`src/rtl/basic_computer_pkg.sv`:
```
// Shared encodings for the basic-computer control path: bus sources, ALU ops,
// opcodes, register-reference/IO bit positions and the decoded control word.
package basic_computer_pkg;

  typedef enum logic [2:0] {
    BUS_NONE = 3'd0,
    BUS_AR   = 3'd1,
    BUS_PC   = 3'd2,
    BUS_DR   = 3'd3,
    BUS_AC   = 3'd4,
    BUS_IR   = 3'd5,
    BUS_TR   = 3'd6,
    BUS_MEM  = 3'd7
  } bus_sel_e;

  typedef enum logic [2:0] {
    ALU_AND     = 3'd0,
    ALU_ADD     = 3'd1,
    ALU_PASS_DR = 3'd2,
    ALU_CMA     = 3'd3,
    ALU_CIR     = 3'd4,
    ALU_CIL     = 3'd5
  } alu_sel_e;

  typedef enum logic [2:0] {
    OP_AND    = 3'd0,
    OP_ADD    = 3'd1,
    OP_LDA    = 3'd2,
    OP_STA    = 3'd3,
    OP_BUN    = 3'd4,
    OP_BSA    = 3'd5,
    OP_ISZ    = 3'd6,
    OP_REG_IO = 3'd7
  } opcode_e;

  localparam int RR_CLA_BIT = 11;
  localparam int RR_CMA_BIT = 9;
  localparam int RR_CIR_BIT = 7;
  localparam int RR_CIL_BIT = 6;
  localparam int RR_INC_BIT = 5;
  localparam int RR_SPA_BIT = 4;
  localparam int RR_SNA_BIT = 3;
  localparam int RR_SZA_BIT = 2;
  localparam int RR_HLT_BIT = 0;
  localparam int IO_ION_BIT = 7;
  localparam int IO_IOF_BIT = 6;

  typedef enum logic [3:0] {
    RR_NONE, RR_HLT, RR_SZA, RR_SNA, RR_SPA, RR_INC, RR_CIL, RR_CIR, RR_CMA, RR_CLA
  } rr_op_e;

  typedef enum logic [1:0] {IO_NONE, IO_IOF, IO_ION} io_op_e;

  typedef struct packed {
    bus_sel_e s;
    alu_sel_e alu_sel;
    logic read_mem,  write_mem;
    logic reset_ir,  write_ir,  inc_ir;
    logic reset_dr,  write_dr,  inc_dr;
    logic reset_tr,  write_tr,  inc_tr;
    logic reset_ar,  write_ar,  inc_ar;
    logic reset_pc,  write_pc,  inc_pc;
    logic reset_ac,  write_ac,  inc_ac;
    logic reset_ien, write_ien;
    logic reset_r,   write_r;
  } ctrl_t;

  // Lowest-numbered implemented bit wins when several are set.
  function automatic rr_op_e decode_rr(input logic [11:0] bits);
    rr_op_e op;
    if      (bits[RR_HLT_BIT]) op = RR_HLT;
    else if (bits[RR_SZA_BIT]) op = RR_SZA;
    else if (bits[RR_SNA_BIT]) op = RR_SNA;
    else if (bits[RR_SPA_BIT]) op = RR_SPA;
    else if (bits[RR_INC_BIT]) op = RR_INC;
    else if (bits[RR_CIL_BIT]) op = RR_CIL;
    else if (bits[RR_CIR_BIT]) op = RR_CIR;
    else if (bits[RR_CMA_BIT]) op = RR_CMA;
    else if (bits[RR_CLA_BIT]) op = RR_CLA;
    else                       op = RR_NONE;
    return op;
  endfunction

  function automatic io_op_e decode_io(input logic [11:0] bits);
    io_op_e op;
    if      (bits[IO_IOF_BIT]) op = IO_IOF;
    else if (bits[IO_ION_BIT]) op = IO_ION;
    else                       op = IO_NONE;
    return op;
  endfunction

endpackage

```
`src/rtl/control_unit_seq_counter.sv`:
```
// 4-bit timing-step counter: counts every cycle, clears at instruction end,
// holds while the machine is halted, wraps 15->0.
module seq_counter (
  input  logic       clk,
  input  logic       reset_n,
  input  logic       clr,
  input  logic       hold,
  output logic [3:0] count
);

  logic [3:0] count_d;
  logic [3:0] count_q;

  // NOTE: every path assigns count_d via the default first, so no latch is inferred.
  always_comb begin
    count_d = count_q + 4'd1;
    if (hold) begin
      count_d = count_q;
    end else if (clr) begin
      count_d = '0;
    end
  end

  // NOTE: state registers use non-blocking assignments so all flops update together.
  always_ff @(posedge clk or negedge reset_n) begin
    if (!reset_n) begin
      count_q <= '0;
    end else begin
      count_q <= count_d;
    end
  end

  assign count = count_q;

endmodule

```
`src/rtl/control_unit.sv`:
```
// Hardwired control unit for the basic computer: decodes T, IR, R and flags
// into combinational datapath strobes; sequencing lives in seq_counter.
module control_unit
  import basic_computer_pkg::*;
(
  input  logic        clk,
  input  logic        reset_n,
  input  logic [15:0] IR,
  input  logic [15:0] DR,
  input  logic        N,
  input  logic        Z,
  input  logic        IEN,
  input  logic        R,
  input  logic        intr_req,
  output logic [2:0]  S,
  output logic [2:0]  alu_SEL,
  output logic        readMEM,
  output logic        writeMEM,
  output logic        resetIR,
  output logic        writeIR,
  output logic        incIR,
  output logic        resetDR,
  output logic        writeDR,
  output logic        incDR,
  output logic        resetTR,
  output logic        writeTR,
  output logic        incTR,
  output logic        resetAR,
  output logic        writeAR,
  output logic        incAR,
  output logic        resetPC,
  output logic        writePC,
  output logic        incPC,
  output logic        resetAC,
  output logic        writeAC,
  output logic        incAC,
  output logic        resetIEN,
  output logic        writeIEN,
  output logic        resetR,
  output logic        writeR,
  output logic [3:0]  T,
  output logic        halted
);

  logic [3:0] t;
  logic       seq_clr;
  logic       i_d, i_q;
  logic       halted_d, halted_q;
  opcode_e    opcode;
  rr_op_e     rr_op;
  io_op_e     io_op;
  ctrl_t      ctrl;
  ctrl_t      ctrl_o;

  assign opcode = opcode_e'(IR[14:12]);
  assign rr_op  = decode_rr(IR[11:0]);
  assign io_op  = decode_io(IR[11:0]);

  seq_counter u_seq_counter (
    .clk     (clk),
    .reset_n (reset_n),
    .clr     (seq_clr),
    .hold    (halted_q),
    .count   (t)
  );

  always_comb begin
    ctrl     = '0;
    seq_clr  = 1'b0;
    i_d      = i_q;
    halted_d = halted_q;
    if (!halted_q) begin
      case (t)
        4'd0: begin
          ctrl.s = BUS_PC;
          if (R) begin
            ctrl.reset_ar = 1'b1;
            ctrl.write_tr = 1'b1;
          end else begin
            ctrl.write_ar = 1'b1;
          end
        end
        4'd1: begin
          if (R) begin
            ctrl.s         = BUS_TR;
            ctrl.write_mem = 1'b1;
            ctrl.reset_pc  = 1'b1;
          end else begin
            ctrl.s        = BUS_MEM;
            ctrl.read_mem = 1'b1;
            ctrl.write_ir = 1'b1;
            ctrl.inc_pc   = 1'b1;
          end
        end
        4'd2: begin
          if (R) begin
            ctrl.inc_pc    = 1'b1;
            ctrl.reset_ien = 1'b1;
            ctrl.reset_r   = 1'b1;
            seq_clr        = 1'b1;
          end else begin
            ctrl.s        = BUS_IR;
            ctrl.write_ar = 1'b1;
            i_d           = IR[15];
          end
        end
        4'd3: begin
          if (opcode == OP_REG_IO) begin
            seq_clr = 1'b1;
            if (i_q) begin
              case (io_op)
                IO_ION:  ctrl.write_ien = 1'b1;
                IO_IOF:  ctrl.reset_ien = 1'b1;
                default: ;
              endcase
            end else begin
              case (rr_op)
                RR_HLT:  halted_d      = 1'b1;
                RR_SZA:  ctrl.inc_pc   = Z;
                RR_SNA:  ctrl.inc_pc   = N;
                RR_SPA:  ctrl.inc_pc   = ~N;
                RR_INC:  ctrl.inc_ac   = 1'b1;
                RR_CIL:  begin ctrl.alu_sel = ALU_CIL; ctrl.write_ac = 1'b1; end
                RR_CIR:  begin ctrl.alu_sel = ALU_CIR; ctrl.write_ac = 1'b1; end
                RR_CMA:  begin ctrl.alu_sel = ALU_CMA; ctrl.write_ac = 1'b1; end
                RR_CLA:  ctrl.reset_ac = 1'b1;
                default: ;
              endcase
            end
          end else if (i_q) begin
            ctrl.s        = BUS_MEM;
            ctrl.read_mem = 1'b1;
            ctrl.write_ar = 1'b1;
          end
        end
        4'd4: begin
          case (opcode)
            OP_AND, OP_ADD, OP_LDA, OP_ISZ: begin
              ctrl.s        = BUS_MEM;
              ctrl.read_mem = 1'b1;
              ctrl.write_dr = 1'b1;
            end
            OP_STA: begin
              ctrl.s         = BUS_AC;
              ctrl.write_mem = 1'b1;
              seq_clr        = 1'b1;
            end
            OP_BUN: begin
              ctrl.s        = BUS_AR;
              ctrl.write_pc = 1'b1;
              seq_clr       = 1'b1;
            end
            OP_BSA: begin
              ctrl.s         = BUS_PC;
              ctrl.write_mem = 1'b1;
              ctrl.inc_ar    = 1'b1;
            end
            default: ;
          endcase
        end
        4'd5: begin
          case (opcode)
            OP_AND:  begin ctrl.alu_sel = ALU_AND;     ctrl.write_ac = 1'b1; seq_clr = 1'b1; end
            OP_ADD:  begin ctrl.alu_sel = ALU_ADD;     ctrl.write_ac = 1'b1; seq_clr = 1'b1; end
            OP_LDA:  begin ctrl.alu_sel = ALU_PASS_DR; ctrl.write_ac = 1'b1; seq_clr = 1'b1; end
            OP_BSA:  begin ctrl.s = BUS_AR; ctrl.write_pc = 1'b1; seq_clr = 1'b1; end
            OP_ISZ:  ctrl.inc_dr = 1'b1;
            default: ;
          endcase
        end
        4'd6: begin
          if (opcode == OP_ISZ) begin
            ctrl.s         = BUS_DR;
            ctrl.write_mem = 1'b1;
            ctrl.inc_pc    = (DR == 16'h0000);
            seq_clr        = 1'b1;
          end
        end
        default: ;
      endcase
      // R only changes fetch decode, so a mid-instruction set waits for T0.
      if (intr_req && IEN && !R && t > 4'd2) begin
        ctrl.write_r = 1'b1;
      end
    end
  end

  always_ff @(posedge clk or negedge reset_n) begin
    if (!reset_n) begin
      i_q      <= 1'b0;
      halted_q <= 1'b0;
    end else begin
      i_q      <= i_d;
      halted_q <= halted_d;
    end
  end

  // Strobes are forced low for the whole reset window, not just after an edge.
  assign ctrl_o   = reset_n ? ctrl : '0;

  assign S        = ctrl_o.s;
  assign alu_SEL  = ctrl_o.alu_sel;
  assign readMEM  = ctrl_o.read_mem;
  assign writeMEM = ctrl_o.write_mem;
  assign resetIR  = ctrl_o.reset_ir;
  assign writeIR  = ctrl_o.write_ir;
  assign incIR    = ctrl_o.inc_ir;
  assign resetDR  = ctrl_o.reset_dr;
  assign writeDR  = ctrl_o.write_dr;
  assign incDR    = ctrl_o.inc_dr;
  assign resetTR  = ctrl_o.reset_tr;
  assign writeTR  = ctrl_o.write_tr;
  assign incTR    = ctrl_o.inc_tr;
  assign resetAR  = ctrl_o.reset_ar;
  assign writeAR  = ctrl_o.write_ar;
  assign incAR    = ctrl_o.inc_ar;
  assign resetPC  = ctrl_o.reset_pc;
  assign writePC  = ctrl_o.write_pc;
  assign incPC    = ctrl_o.inc_pc;
  assign resetAC  = ctrl_o.reset_ac;
  assign writeAC  = ctrl_o.write_ac;
  assign incAC    = ctrl_o.inc_ac;
  assign resetIEN = ctrl_o.reset_ien;
  assign writeIEN = ctrl_o.write_ien;
  assign resetR   = ctrl_o.reset_r;
  assign writeR   = ctrl_o.write_r;
  assign T        = t;
  assign halted   = halted_q;

endmodule

```
`config.mk`:
```
export PLATFORM = sky130hd
export DESIGN_NAME = control_unit
export DESIGN_NICKNAME = d
export VERILOG_FILES = /design/src/rtl/basic_computer_pkg.sv /design/src/rtl/control_unit_seq_counter.sv /design/src/rtl/control_unit.sv
export SDC_FILE = /design/constraint.sdc
export NUM_CORES = 1
export LEC_CHECK = 0
export ABC_AREA = 1
export BUFFER_PORTS_ARGS = -buffer_cell sky130_fd_sc_hd__buf_2
export CORE_ASPECT_RATIO = 0.5
export CORE_MARGIN = 2
export CORE_UTILIZATION = 42
export CTS_BUF_LIST = sky130_fd_sc_hd__clkbuf_4 sky130_fd_sc_hd__clkbuf_8 sky130_fd_sc_hd__clkbuf_16
export DETAILED_ROUTE_END_ITERATION = 8
export HOLD_SLACK_MARGIN = 0.05
export PLACE_DENSITY = 0.85
export RECOVER_POWER = 25
export SETUP_SLACK_MARGIN = 0.02
export SYNTH_ARGS = -nofsm -noshare
export SYNTH_HDL_FRONTEND = slang
export SYNTH_SLANG_ARGS = --single-unit
```
`constraint.sdc`:
```
create_clock -name clk -period 1.7 [get_ports clk]
set_clock_uncertainty 0.1 [all_clocks]
set_input_delay 0.085 -clock clk [delete_from_list [all_inputs] [get_ports clk]]
set_output_delay 0.085 -clock clk [all_outputs]
set_load 0.01 [all_outputs]
```
== After elaboration in Yosys (flattened, before gate mapping) ==
Cells that the tools add are included.
Widths: inputs -> output; s select.

* Bits in registers: 6
* Input bits: 39
* Output and inout bits: 35
* Logic and storage cells: 126

* $add $sub $neg: 1
* $lt $le $gt $ge: 1
* Equal/unequal tests: 24
* Mux-type cells: 79
* Bitwise gates (word level): 3
* Reductions and logical operators: 15

{| class="wikitable"
|+ Operators by type and width
! cell !! count
|-
| $mux 4 || 11
|-
| $mux 1 || 40
|-
| $mux 30 || 1
|-
| $eq 4x3->1 const B || 7
|-
| $pmux 3 s7 || 1
|-
| $eq 4x2->1 const B || 4
|-
| $logic_not 16->1 || 1
|-
| $mux 3 || 5
|-
| $mux 13 || 1
|-
| $eq 3x3->1 const B || 4
|-
| $pmux 3 s4 || 1
|-
| $mux 2 || 5
|-
| $pmux 1 s3 || 3
|-
| $pmux 3 s3 || 1
|-
| $eq 4x1->1 const B || 2
|-
| $eq 4x4->1 const B || 2
|-
| $mux 8 || 1
|-
| $pmux 1 s2 || 4
|-
| $reduce_or 4->1 || 2
|-
| $eq 3x2->1 const B || 2
|-
| $mux 6 || 1
|-
| $pmux 3 s2 || 1
|-
| $reduce_or 2->1 || 3
|-
| $reduce_or 3->1 || 2
|-
| 14 further kinds || 18
|}

== Longest topological paths before layout ==
Gate-level depths: netlist of run 1.

* Word-level depth: 17
* Mapped depth: 13
* Mapped depth without buffers: 13

== Cells and area by module ==
Synthesis of run 1 repeated with hierarchy kept, for this count alone.

* Cells, all modules: 212
* Area total of the unflattened synthesis: 1,172.4 um2

{| class="wikitable"
|+ Modules (own cells, without submodules)
! module !! times used !! cells an instance !! area each (um2) !! seq. area each (um2)
|-
| control_unit || 1 || 188 || 978.4 || 50.0
|-
| seq_counter || 1 || 24 || 193.9 || 100.1
|}

== Worst setup path after synthesis of run 1 ==
No wires, ideal clock.

* Kind: register to output
* Start point: register u_seq_counter.count_q[0], in the netlist u_seq_counter.count[0]
* End point: output writeR
* Arrival: 1,473 ps
* Required time: 1,515 ps
* Setup slack: 42 ps
* Cell stages (with the launch flop): 6
* Path buffers: 0
* Path through: dfrtp_1 -> inv_1 -> ha_1 -> inv_1 -> nor2_1 -> a2111oi_0

* Cells in the longest elaborated chain, start to end: 5

{| class="wikitable"
|+ RTL lines
! item !! RTL line !! source
|-
| from (decl) || control_unit_seq_counter.sv:12 || <nowiki>logic [3:0] count_q;</nowiki>
|-
| from (signal assigned) || control_unit_seq_counter.sv:29 || <nowiki>count_q <= count_d;</nowiki>
|-
| $gt 4x2->1 || control_unit.sv:182 || <nowiki>if (intr_req && IEN && !R && t > 4'd2) begin</nowiki>
|-
| $logic_and 1x1->1 || control_unit.sv:182 ||
|-
| $mux 1 || control_unit.sv:182 ||
|-
| $mux 13 || control_unit.sv:72 || <nowiki>if (!halted_q) begin</nowiki>
|-
| $mux 30 || control_unit.sv:199 || <nowiki>assign ctrl_o = reset_n ? ctrl : '0;</nowiki>
|-
| to (decl) || control_unit.sv:40 || <nowiki>output logic writeR,</nowiki>
|}

No other way between the ends.

== Final worst setup path of run 1 ==
* Start point: register u_seq_counter.count_q[1], in the netlist u_seq_counter.count[1]
* End point: output S[1]

* Cells in the longest elaborated chain, start to end: 4
* Elaborated cells between the ends (all ways): 10
* Classes of those cells: eq/ne (6); mux (3); reduce/logical (1)

{| class="wikitable"
|+ RTL lines
! item !! RTL line !! source
|-
| $eq 4x3->1, or another cell as far along || control_unit.sv:73 || <nowiki>case (t)</nowiki>
|-
| $pmux 3 s7 (*) || control_unit.sv:73 ||
|-
| $mux 8 (*) || control_unit.sv:72 ||
|-
| $mux 30 (*) || control_unit.sv:199 ||
|-
| to (decl) || control_unit.sv:15 || <nowiki>output logic [2:0] S,</nowiki>
|}

Every way passes the cells marked *; elsewhere a longest branch is shown, timed or not.

==> reports/metrics.yaml, run 1 <==
drive_gt1_frac: 0.561
synthCells: 202
die_h_microns: 40.6
avgSynthCellArea_sq_um: 5.57
grt_pass1_vias: 1602
p_comb_frac: 0.280
setup_tns_ps: -5450
totalWireLength_microns: 6610
vias_per_cell: 6.17
synthArstFlopShare: 1.00
grt_pass1_wl_microns: 6960
fmax_mhz: 461
clock-sinks: 6
die_x_microns: 77.2
crit_path_frequent_cell: "buf_6"
yosysTopAreaCell: "dfrtp_1"
place_inst: 323
drv_cap: 0
synth_top_area_frac: 0.133
status: "complete, but fails checks"
ys_types: 29
dieArea_sq_um: 3140
clk_pin_slew_worst_paths_ps: 40
seq_power_share: 0.272
final_util: 0.826
worst_setup_path_end_kind: "output port"
finalMaxSlewViolations: 0
switching_power_mw: 0.181
ys_ff_latch: 6
crit_arrival_ps: 1980
synth_edf_count: 0
dp_hpwl_microns: 3070
io_buffers: 65
cellLeakagePower_nw: 1.07
synthesis.area_sq_um: 1130
antenna_cells: 0
clockBufferDepth: 2
ff2ff_setup_slack_ps: -190
first_iter_violations: 222
setup_viol: 26
routedWlPerCell_microns: 19.4
post-synth-top-count-cell: "nand2_1"
r2r_cells: 12
synthTopCellsByCount: "nand2_1, nor2_1, inv_1, nand3_1, nor3_1"
track_usage: 0.295
grt_max_degree: 11
r2r-end: "u_seq_counter.count[0]$_DFFE_PN0N_"
cts_tree: "yes"
route.detailed.drc: 0
fin_hold_ws_ps: 322
cp_max_fo: 5
setup.worst_path.start_class: "flop"
antenna_found_initial: 0
post-route-min-period_ps: 2170
setup_ws_ps: -467
yosysSeqAreaShare: 0.133
ys_warn_count: 0
cp_slowest_stage_delay_ps: 460
row_count: 13
clock_latency_ps: 240
hold_class: "input port to async pin"
p_per_area_nw_per_um2: 249
vdd_drop_max_mv: 0.388
fin_cells: 340
dr.pass1.iters: 6
gp_congestion: 0.957
grt-ovfl-total: 0
critPathSlowestCell: "dfrtp_2"
r2r-start: "u_seq_counter.count[0]$_DFFE_PN0N_"
ant_nets: 0
clkPwrFrac: 0.448
final-hold-violation-count: 0
fin_crit_sh: 1.27
area_growth_pct: 88.4
synth_top_flop_cell: "dfrtp_1"
failed_checks: "negative setup slack"
switching_share: 0.342
critPathRequiredTime_ps: 1510
nets: 348
synthTopCellsByArea: "dfrtp_1, nand2_1, nor2_1"
final_area_sq_um: 2120
power_mw: 0.528
coreArea_sq_um: 2570
io_pins: 74
num_vias: 2099
start_util: 0.438
rsz0062_at_grt: "true"
cp_cell_sequence: "inv_2, buf_6, ha_4, nand3_4, buf_6, nor2_1, nor3_2, nor3_1, buf_2"
place_ws_ps: -86.6
root_buffer: "clkbuf_8"
internal_power_mw: 0.347
placed_area_sq_um: 1620
cts-htree-levels: 1
path_class: "flop to output port"
cts_made_buffers: 3
-- power by group through the flow --
| stage | Sequential (mW) | Clock (mW) | Combinational, mW |
|---|---|---|---|
| 2_1_floorplan | 0.145 | 0 | 0.0629 |
| 3_3_place_gp | 0.145 | 0 | 0.113 |
| 3_5_place_dp | 0.145 | 0 | 0.116 |
| 4_1_cts | 0.144 | 0.226 | 0.124 |
| 5_1_grt | 0.143 | 0.240 | 0.160 |
| 6_report | 0.143 | 0.236 | 0.148 |
-- layer usage --
layer  wire, microns  up-vias  track usage  share of wire
li1                -      855            -              -
met1            2190      928        0.300           0.33
met2            2980      227        0.578           0.45
met3             814       89       0.0837           0.12
met4             624        0        0.201          0.094
met5               0        -            0              0
-- registers in the layout, indices dropped and copies added (netlist names) --
| register | cells |
|---|---|
| u_seq_counter.count | 4 |
| halted | 1 |
| i_q | 1 |
-- layout by cell type (no fill, tap or decap), types with 8 or more instances in the layout --
master and n:
nand2_2 9, buf_4 25, inv_1 22, nor2_4 10, nand3_1 15, nor2_1 26
inv_2 8, nand2_1 28, buf_6 9, buf_2 64
-- cell families (layout without fill, tap and decap cells) --
group | count (synthesis) | after routing | synth area share
xor gates and xnor gates | 2 | 2 | 0.0156
adders and majority gates | 4 | 4 | 0.0444
buffers and inverters | 41 | 138 | 0.163
and+or+nand+nor | 126 | 126 | 0.532
other | 1 | 5 | 0.00333
DFF | 6 | 6 | 0.133
AOI/OAI and AO/OA | 22 | 22 | 0.108
-- worst max-delay path by stage --
stage / start / end
2_1_floorplan: u_seq_counter.count[0]$_DFFE_PN0N_ / writeR
3_3_place_gp: u_seq_counter.count[1]$_DFFE_PN0N_ / S[1]
3_5_place_dp: u_seq_counter.count[0]$_DFFE_PN0N_ / u_seq_counter.count[1]$_DFFE_PN0N_
4_1_cts: u_seq_counter.count[0]$_DFFE_PN0N_ / S[0]
5_1_grt: u_seq_counter.count[1]$_DFFE_PN0N_ / S[1]
6_report: u_seq_counter.count[1]$_DFFE_PN0N_ / S[1]
-- critical path, delay by kind of cell (launching register included) --
family,cells,cell delay [ps]
simple gates,4,580
fa+ha+maj,1,150
buf+inv,4,580
flops,1,460
-- repair_timing --
action	CTS	global route
hold endpoints to repair	7	0
hold buffers	2	0
gates resized for setup	45	45
pin swaps	9	26
endpoints found under the setup margin	24	28
buffers inserted	6	8
-- final cells by class --
| class | count | area, sq um |
|---|---|---|
| inverters | 34 | 135 |
| multi-input cells | 159 | 1110 |
| flip-flops and latches | 6 | 155 |
| clock buffers | 3 | 41.3 |
| fillers | 136 | 448 |
| well taps | 37 | 46.3 |
| repair buffers | 101 | 633 |
Power figures use the tool's default switching activity.
==> run 2, diff against run 1 <==
--- a/config.mk
+++ b/config.mk
@@ -9,11 +9,11 @@
 export BUFFER_PORTS_ARGS = -buffer_cell sky130_fd_sc_hd__buf_2
 export CORE_ASPECT_RATIO = 0.5
 export CORE_MARGIN = 2
-export CORE_UTILIZATION = 42
+export CORE_UTILIZATION = 38
 export CTS_BUF_LIST = sky130_fd_sc_hd__clkbuf_4 sky130_fd_sc_hd__clkbuf_8 sky130_fd_sc_hd__clkbuf_16
 export DETAILED_ROUTE_END_ITERATION = 8
 export HOLD_SLACK_MARGIN = 0.05
-export PLACE_DENSITY = 0.85
+export PLACE_DENSITY = 0.81
 export RECOVER_POWER = 25
 export SETUP_SLACK_MARGIN = 0.02
 export SYNTH_ARGS = -nofsm -noshare
==> constraint.sdc (replaced) <==
create_clock -name clk -period 1.95 [get_ports clk]
set_clock_uncertainty 0.1 [all_clocks]
set_input_delay 0.0975 -clock clk [delete_from_list [all_inputs] [get_ports clk]]
set_output_delay 0.0975 -clock clk [all_outputs]
set_load 0.01 [all_outputs]
==> run 2 against run 1 <==
The flow still finishes with violations (negative setup slack). Utilization fell by 13 points. First-iteration DRC count fell by 42%. Sequential share of layout area rose by 0.94 points. Critical path type unchanged.
==> reports/metrics.yaml, run 2 (synthesized netlist as in run 1, its figures left out) <==
die_h_microns: 42.5  # +4.6%
antenna_found_initial: 0  # unchanged
dr.pass1.iters: 4  # -2
cts_made_buffers: 3  # unchanged
first_iter_violations: 129  # -42%
p_per_area_nw_per_um2: 227  # -8.9%
gp_congestion: 0.907  # -5.3%
worst_setup_path_end_kind: "output port"
area_growth_pct: 66.9
cp_cell_sequence: "nor2_4, nand2_4, nor2_4, nand2_4, nor2_4, nand4_1, a21oi_1, buf_2"
r2r_cells: 13  # +1
grt_pass1_vias: 1342  # -16%
status: "complete, but fails checks"
cp_slowest_stage_delay_ps: 440  # -20 ps
crit_cells: 8  # -1
ff2ff_setup_slack_ps: 80  # +270 ps
rsz0062_at_grt: "true"
io_buffers: 65  # unchanged
setup_ws_ps: -40.0  # +427 ps
cp.buffers_inverters: 1  # -3
track_usage: 0.217  # -0.0776
hold_class: "input port to async pin"
setup.worst_path.start_class: "flop"
grt_max_degree: 11  # unchanged
totalWireLength_microns: 4240  # -36%
setup.worst_path.start: "u_seq_counter.count[2]$_DFFE_PN0N_"
setup_viol: 3  # -88%
dieArea_sq_um: 3440  # +9.7%
ant_nets: 0  # unchanged
routedWlPerCell_microns: 12.9  # -33%
num_vias: 1707  # -19%
grt-ovfl-total: 0  # unchanged
crit_path_frequent_cell: "nor2_4"
row_count: 13  # unchanged
fmax_mhz: 503
final_cell_mix: "buf_2, nand2_1, nor2_1, inv_1, buf_4"
cellLeakagePower_nw: 0.966  # -10%
crit_arrival_ps: 1790  # -190 ps
drv_cap: 0  # unchanged
critical-path-top-delay-family: "simple AND/OR/NAND/NOR gates"
cts-htree-levels: 1  # unchanged
vias_per_cell: 5.20  # -16%
nets: 336  # -3.4%
grt_pass1_wl_microns: 5810  # -16%
r2r-start: "u_seq_counter.count[0]$_DFFE_PN0N_"
layout_commonest_cell: "buf_2"
place_ws_ps: 51.7  # +138 ps
failed_checks: "negative setup slack"
drive_gt1_frac: 0.474  # -0.0868
critPathRequiredTime_ps: 1750  # +240 ps
crit_path_end: "alu_SEL[1]"
start_util: 0.417  # -0.0211
largest_reg_flops: 4  # unchanged
placed_area_sq_um: 1470  # -9.3%
cts_tree: "yes"
r2r-end: "u_seq_counter.count[1]$_DFFE_PN0N_"
clockBufferDepth: 2  # unchanged
route.detailed.drc: 0  # unchanged
post-route-min-period_ps: 1990
dp_hpwl_microns: 2750  # -10%
clock-sinks: 6  # unchanged
die_x_microns: 81.0  # +4.9%
root_buffer: "clkbuf_8"
fin_crit_sh: 1.02
final_util: 0.696  # -0.130
final_area_sq_um: 1880  # -11%
cp_max_fo: 5  # unchanged
antenna_cells: 0  # unchanged
clk_pin_slew_worst_paths_ps: 40  # about the same
coreArea_sq_um: 2700  # +5.1%
finalMaxSlewViolations: 0  # unchanged
path_class: "flop to output port"
io_pins: 74  # unchanged
critPathSlowestCell: "dfrtp_2"
vdd_drop_max_mv: 0.390  # +0.39%
clock_latency_ps: 230  # about the same
final-hold-violation-count: 0  # unchanged
==> run 2: how the worst min path moves through the flow <==
stage	from	to	slack, ps
finish	reset_n	i_q$_DFFE_PN0P_	250
floorplan	reset_n	halted$_DFF_PN0_	-300
detailed placement	reset_n	i_q$_DFFE_PN0P_	-160
global placement	reset_n	i_q$_DFFE_PN0P_	-160
global route	R	i_q$_DFFE_PN0P_	270
CTS	R	i_q$_DFFE_PN0P_	200
==> run 2: repair_timing <==
item / in CTS / in global routing
gates resized for setup: 24 / 30
setup endpoints to repair: 13 / 13
hold buffers: 2 / 0
pin swaps: 14 / 11
setup buffers: 13 / 7
hold endpoints to repair: 7 / 0
==> run 2: cell type report <==
| type | count | area [sq um] |
|---|---|---|
| timing repair buffer | 89 | 509 |
| sequential | 6 | 155 |
| tap | 37 | 46.3 |
| clock buffer | 3 | 41.3 |
| multi-input combinational | 159 | 987 |
| inverter | 34 | 140 |
| fill | 216 | 821 |
==> run 2: routing by layer <==
| layer | up-vias | global-route usage | part of all wire |
|---|---|---|---|
| met1 | 784 | 0.269 | 0.41 |
| met3 | 12 | 0.0366 | 0.076 |
| met4 | 0 | 0.0712 | 0.024 |
| met2 | 82 | 0.382 | 0.49 |
| li1 | 829 | - | - |
| met5 | - | 0 | 0 |
==> run 2: report_power, final <==
part	leakage, nW	switching, mW	internal [mW]	total (mW)
combinational	0.893	0.0671	0.0422	0.109
sequential	0.0512	0	0.125	0.125
clock	0.0216	0.0582	0.133	0.191
==> run 2: per-stage QoR <==
step / power, mW / TNS (ps) / hold WS, ps / cells
after floorplan: 0.182 / 0 / -298 / 206
after global placement: 0.223 / 0 / -162 / 303
after detailed placement: 0.225 / 0 / -156 / 303
after CTS: 0.422 / 0 / 205 / 321
after global routing: 0.447 / -632 / 266 / 328
final: 0.426 / -104 / 251 / 328
==> run 3, diff against run 2 <==
--- a/config.mk
+++ b/config.mk
@@ -9,13 +9,14 @@
 export BUFFER_PORTS_ARGS = -buffer_cell sky130_fd_sc_hd__buf_2
 export CORE_ASPECT_RATIO = 0.5
 export CORE_MARGIN = 2
-export CORE_UTILIZATION = 38
+export CORE_UTILIZATION = 39
 export CTS_BUF_LIST = sky130_fd_sc_hd__clkbuf_4 sky130_fd_sc_hd__clkbuf_8 sky130_fd_sc_hd__clkbuf_16
 export DETAILED_ROUTE_END_ITERATION = 8
 export HOLD_SLACK_MARGIN = 0.05
-export PLACE_DENSITY = 0.81
+export PLACE_DENSITY = 0.82
 export RECOVER_POWER = 25
 export SETUP_SLACK_MARGIN = 0.02
 export SYNTH_ARGS = -nofsm -noshare
 export SYNTH_HDL_FRONTEND = slang
+export SYNTH_HIERARCHICAL = 1
 export SYNTH_SLANG_ARGS = --single-unit
==> run 3 against run 2 <==
The flow now finishes without violations. Non-clock buffer count fell by 8. Critical path type unchanged. Largest cell class unchanged. Global-route usage down 1.7 points. Total power grew 2.0%. First-iteration DRC count is 23% lower. Utilization decreased by 7.3 points. Sequential share of layout area increased by 0.91 points.
==> reports/metrics.yaml, run 3 <==
status: "completed"
setup_viol: 0  # -3
placed_area_sq_um: 1530  # +3.7%
dr.pass1.iters: 4  # unchanged
vdd_drop_max_mv: 0.194  # -50%
gp_congestion: 0.958  # +5.6%
routedWlPerCell_microns: 11.1  # -14%
start_util: 0.432  # +0.0145
row_count: 13  # unchanged
ant_nets: 0  # unchanged
clockBufferDepth: 2  # unchanged
io_pins: 74  # unchanged
largest_reg_flops: 4  # unchanged
antenna_found_initial: 0  # unchanged
yosysTopAreaCell: "dfrtp_1"
rsz0062_at_grt: "true"
cp_max_fo: 6  # +1
place_inst: 314  # +3.6%
drv_cap: 0  # unchanged
p_per_area_nw_per_um2: 256  # +13%
cts_made_buffers: 3  # unchanged
synthSimpleGateAreaFrac: 0.561  # +0.0291
ys_warn_count: 6  # +6
final-hold-violation-count: 0  # unchanged
post-synth-top-count-cell: "nand2_1"
fmax_mhz: 526  # +4.6%
internal_power_mw: 0.306  # +1.8%
fin_hold_ws_ps: 258  # +6.54 ps
fin_crit_sh: 0.976  # -0.0449
nets: 333  # -0.89%
track_usage: 0.200  # -0.0172
io_buffers: 65  # unchanged
grt_max_degree: 13  # +2
synth-compound-area-share: 0.0993  # -0.00852
avgSynthCellArea_sq_um: 5.53  # -0.80%
dp_hpwl_microns: 2830  # +2.8%
synthTopCellsByCount: "nand2_1, inv_1, nor2_1, a21oi_1, nand3_1"
critPathRequiredTime_ps: 1750  # about the same
num_vias: 1630  # -4.5%
synth_top_flop_cell: "dfrtp_1"
layout_commonest_cell: "buf_2"
switching_power_mw: 0.128  # +2.4%
worst_setup_path_end_kind: "output port"
synth_edf_count: 0  # unchanged
grt-ovfl-total: 0  # unchanged
synthAdderAreaFrac: 0.0107  # -0.0338
route.detailed.drc: 0  # unchanged
synthMuxAreaShare: 0  # unchanged
ys_ff_latch: 6  # unchanged
final_cell_mix: "buf_2, nand2_1, nor2_1, inv_1"
drive_gt1_frac: 0.409  # -0.0653
cts-htree-levels: 1  # unchanged
final_area_sq_um: 1690  # -9.9%
grt_pass1_wl_microns: 5640  # -2.8%
yosysSeqAreaShare: 0.128  # -0.00527
synthesis.area_sq_um: 1170  # +4.1%
synth_top_area_frac: 0.128  # -0.00527
cts_tree: "yes"
synth_xor_area_frac: 0  # -0.0156
root_buffer: "clkbuf_8"
switching_share: 0.296  # +0.00118
grt_pass1_vias: 1379  # +2.8%
dieArea_sq_um: 3490  # +1.3%
clock_latency_ps: 220  # about the same
seq_power_share: 0.288  # -0.006
vias_per_cell: 4.97  # -4.5%
post-route-min-period_ps: 1900  # -87.6 ps
finalMaxSlewViolations: 0  # unchanged
fin_cells: 328  # unchanged
crit_arrival_ps: 1700  # -90 ps
setup.worst_path.start_class: "flop"
synthCells: 212  # +5.0%
path_class: "flop to output port"
first_iter_violations: 99  # -23%
die_h_microns: 42.8  # +0.65%
clk_pin_slew_worst_paths_ps: 40  # about the same
coreArea_sq_um: 2720  # +0.60%
clkPwrFrac: 0.440  # -0.009
clock-sinks: 6  # unchanged
die_x_microns: 81.5  # +0.69%
totalWireLength_microns: 3640  # -14%
synthTopCellsByArea: "dfrtp_1, nand2_1, inv_1"
synthArstFlopShare: 1.00  # unchanged
area_growth_pct: 44.4
antenna_cells: 0  # unchanged
p_comb_frac: 0.272  # +0.015
hold_class: "input port to flop"
ys_types: 28  # -3.4%
synth_top_family_by_area: "simple AND/OR/NAND/NOR gates"
cellLeakagePower_nw: 0.977  # +1.1%
-- run 3: cell count changes after synthesis, moves of 2 or more --
| cell | previous run | this run |
|---|---|---|
| a21oi_1 | 9 | 19 |
| nand3_1 | 22 | 17 |
| o21ai_0 | 6 | 1 |
| inv_1 | 29 | 33 |
| inv_2 | 4 | 8 |
| ha_1 | 4 | 1 |
| nor4_1 | 5 | 8 |
| nand2_1 | 38 | 40 |
| nand2_4 | 1 | 3 |
| nor3_1 | 11 | 9 |
| nor3_2 | 0 | 2 |
| xor2_1 | 2 | 0 |
-- run 3: worst paths after layout --
kind	start	endpoint	slack, ps	depth (start not counted)
max in group asynchronous	reset_n	u_seq_counter/count[1]$_DFFE_PN0N_	1100	3
hold / removal	IR[0]	halted$_DFF_PN0_	260	5
min in group asynchronous	reset_n	u_seq_counter/count[0]$_DFFE_PN0N_	340	3
setup reg to reg	u_seq_counter/count[3]$_DFFE_PN0N_	u_seq_counter/count[2]$_DFFE_PN0N_	220	11
setup / recovery	u_seq_counter/count[2]$_DFFE_PN0N_	S[1]	50	9
hold reg to reg	i_q$_DFFE_PN0P_	i_q$_DFFE_PN0P_	550	2
-- run 3: stage by stage --
stage | utilization | total power [mW] | setup TNS, ps | setup WS, ps
after floorplan | - | 0.195 | 0 | 264
after global placement | 0.561 | 0.235 | 0 | 177
after detailed placement | 0.561 | 0.238 | 0 | 134
after CTS | 0.592 | 0.433 | 0 | 7.62
after global routing | 0.623 | 0.461 | -230 | -88.4
final | 0.623 | 0.434 | 0 | 47.6
-- run 3: area by class of cell --
cell class | count | area (sq um)
repair buffers | 81 | 447
flip-flops and latches | 6 | 155
fillers | 253 | 1020
well taps | 37 | 46.3
inverters | 42 | 160
multi-input cells | 159 | 843
clock buffers | 3 | 41.3
-- run 3: critical path: stages (launching register included) --
cell	delay, ps
dfrtp_2	440
nand2_2	120
inv_2	50
nand2_2	120
inv_2	70
nand2_1	120
nand2_1	70
nor4_1	260
nor3_1	80
buf_2	150
-- run 3: what timing repair did --
action | CTS | global route
hold endpoints to repair | 7 | 0
pin swaps | 1 | 3
endpoints found under the setup margin | 7 | 8
setup buffers | 2 | 7
resized for setup | 5 | 9
hold buffers | 2 | 0
-- run 3: layer usage --
layer | wire length, microns | vias up | global-route usage
met1 | 1620 | 730 | 0.278
li1 | - | 829 | -
met2 | 1740 | 63 | 0.331
met3 | 227 | 8 | 0.0191
met5 | 0 | - | 0
met4 | 53 | 0 | 0.0508
-- run 3: cell families (layout without fill, tap and decap cells) --
family	Yosys count	in the layout
and+or+nand+nor	130	130
buffers and inverters	51	126
AOI/OAI and AO/OA	23	23
DFF	6	6
adders and majority gates	1	1
other	1	5
-- run 3: power by group through the flow --
stage	clock, mW	combinational [mW]	sequential, mW
6_report	0.191	0.118	0.125
2_1_floorplan	0	0.0682	0.127
4_1_cts	0.193	0.115	0.125
5_1_grt	0.202	0.134	0.125
3_3_place_gp	0	0.108	0.127
3_5_place_dp	0	0.111	0.127
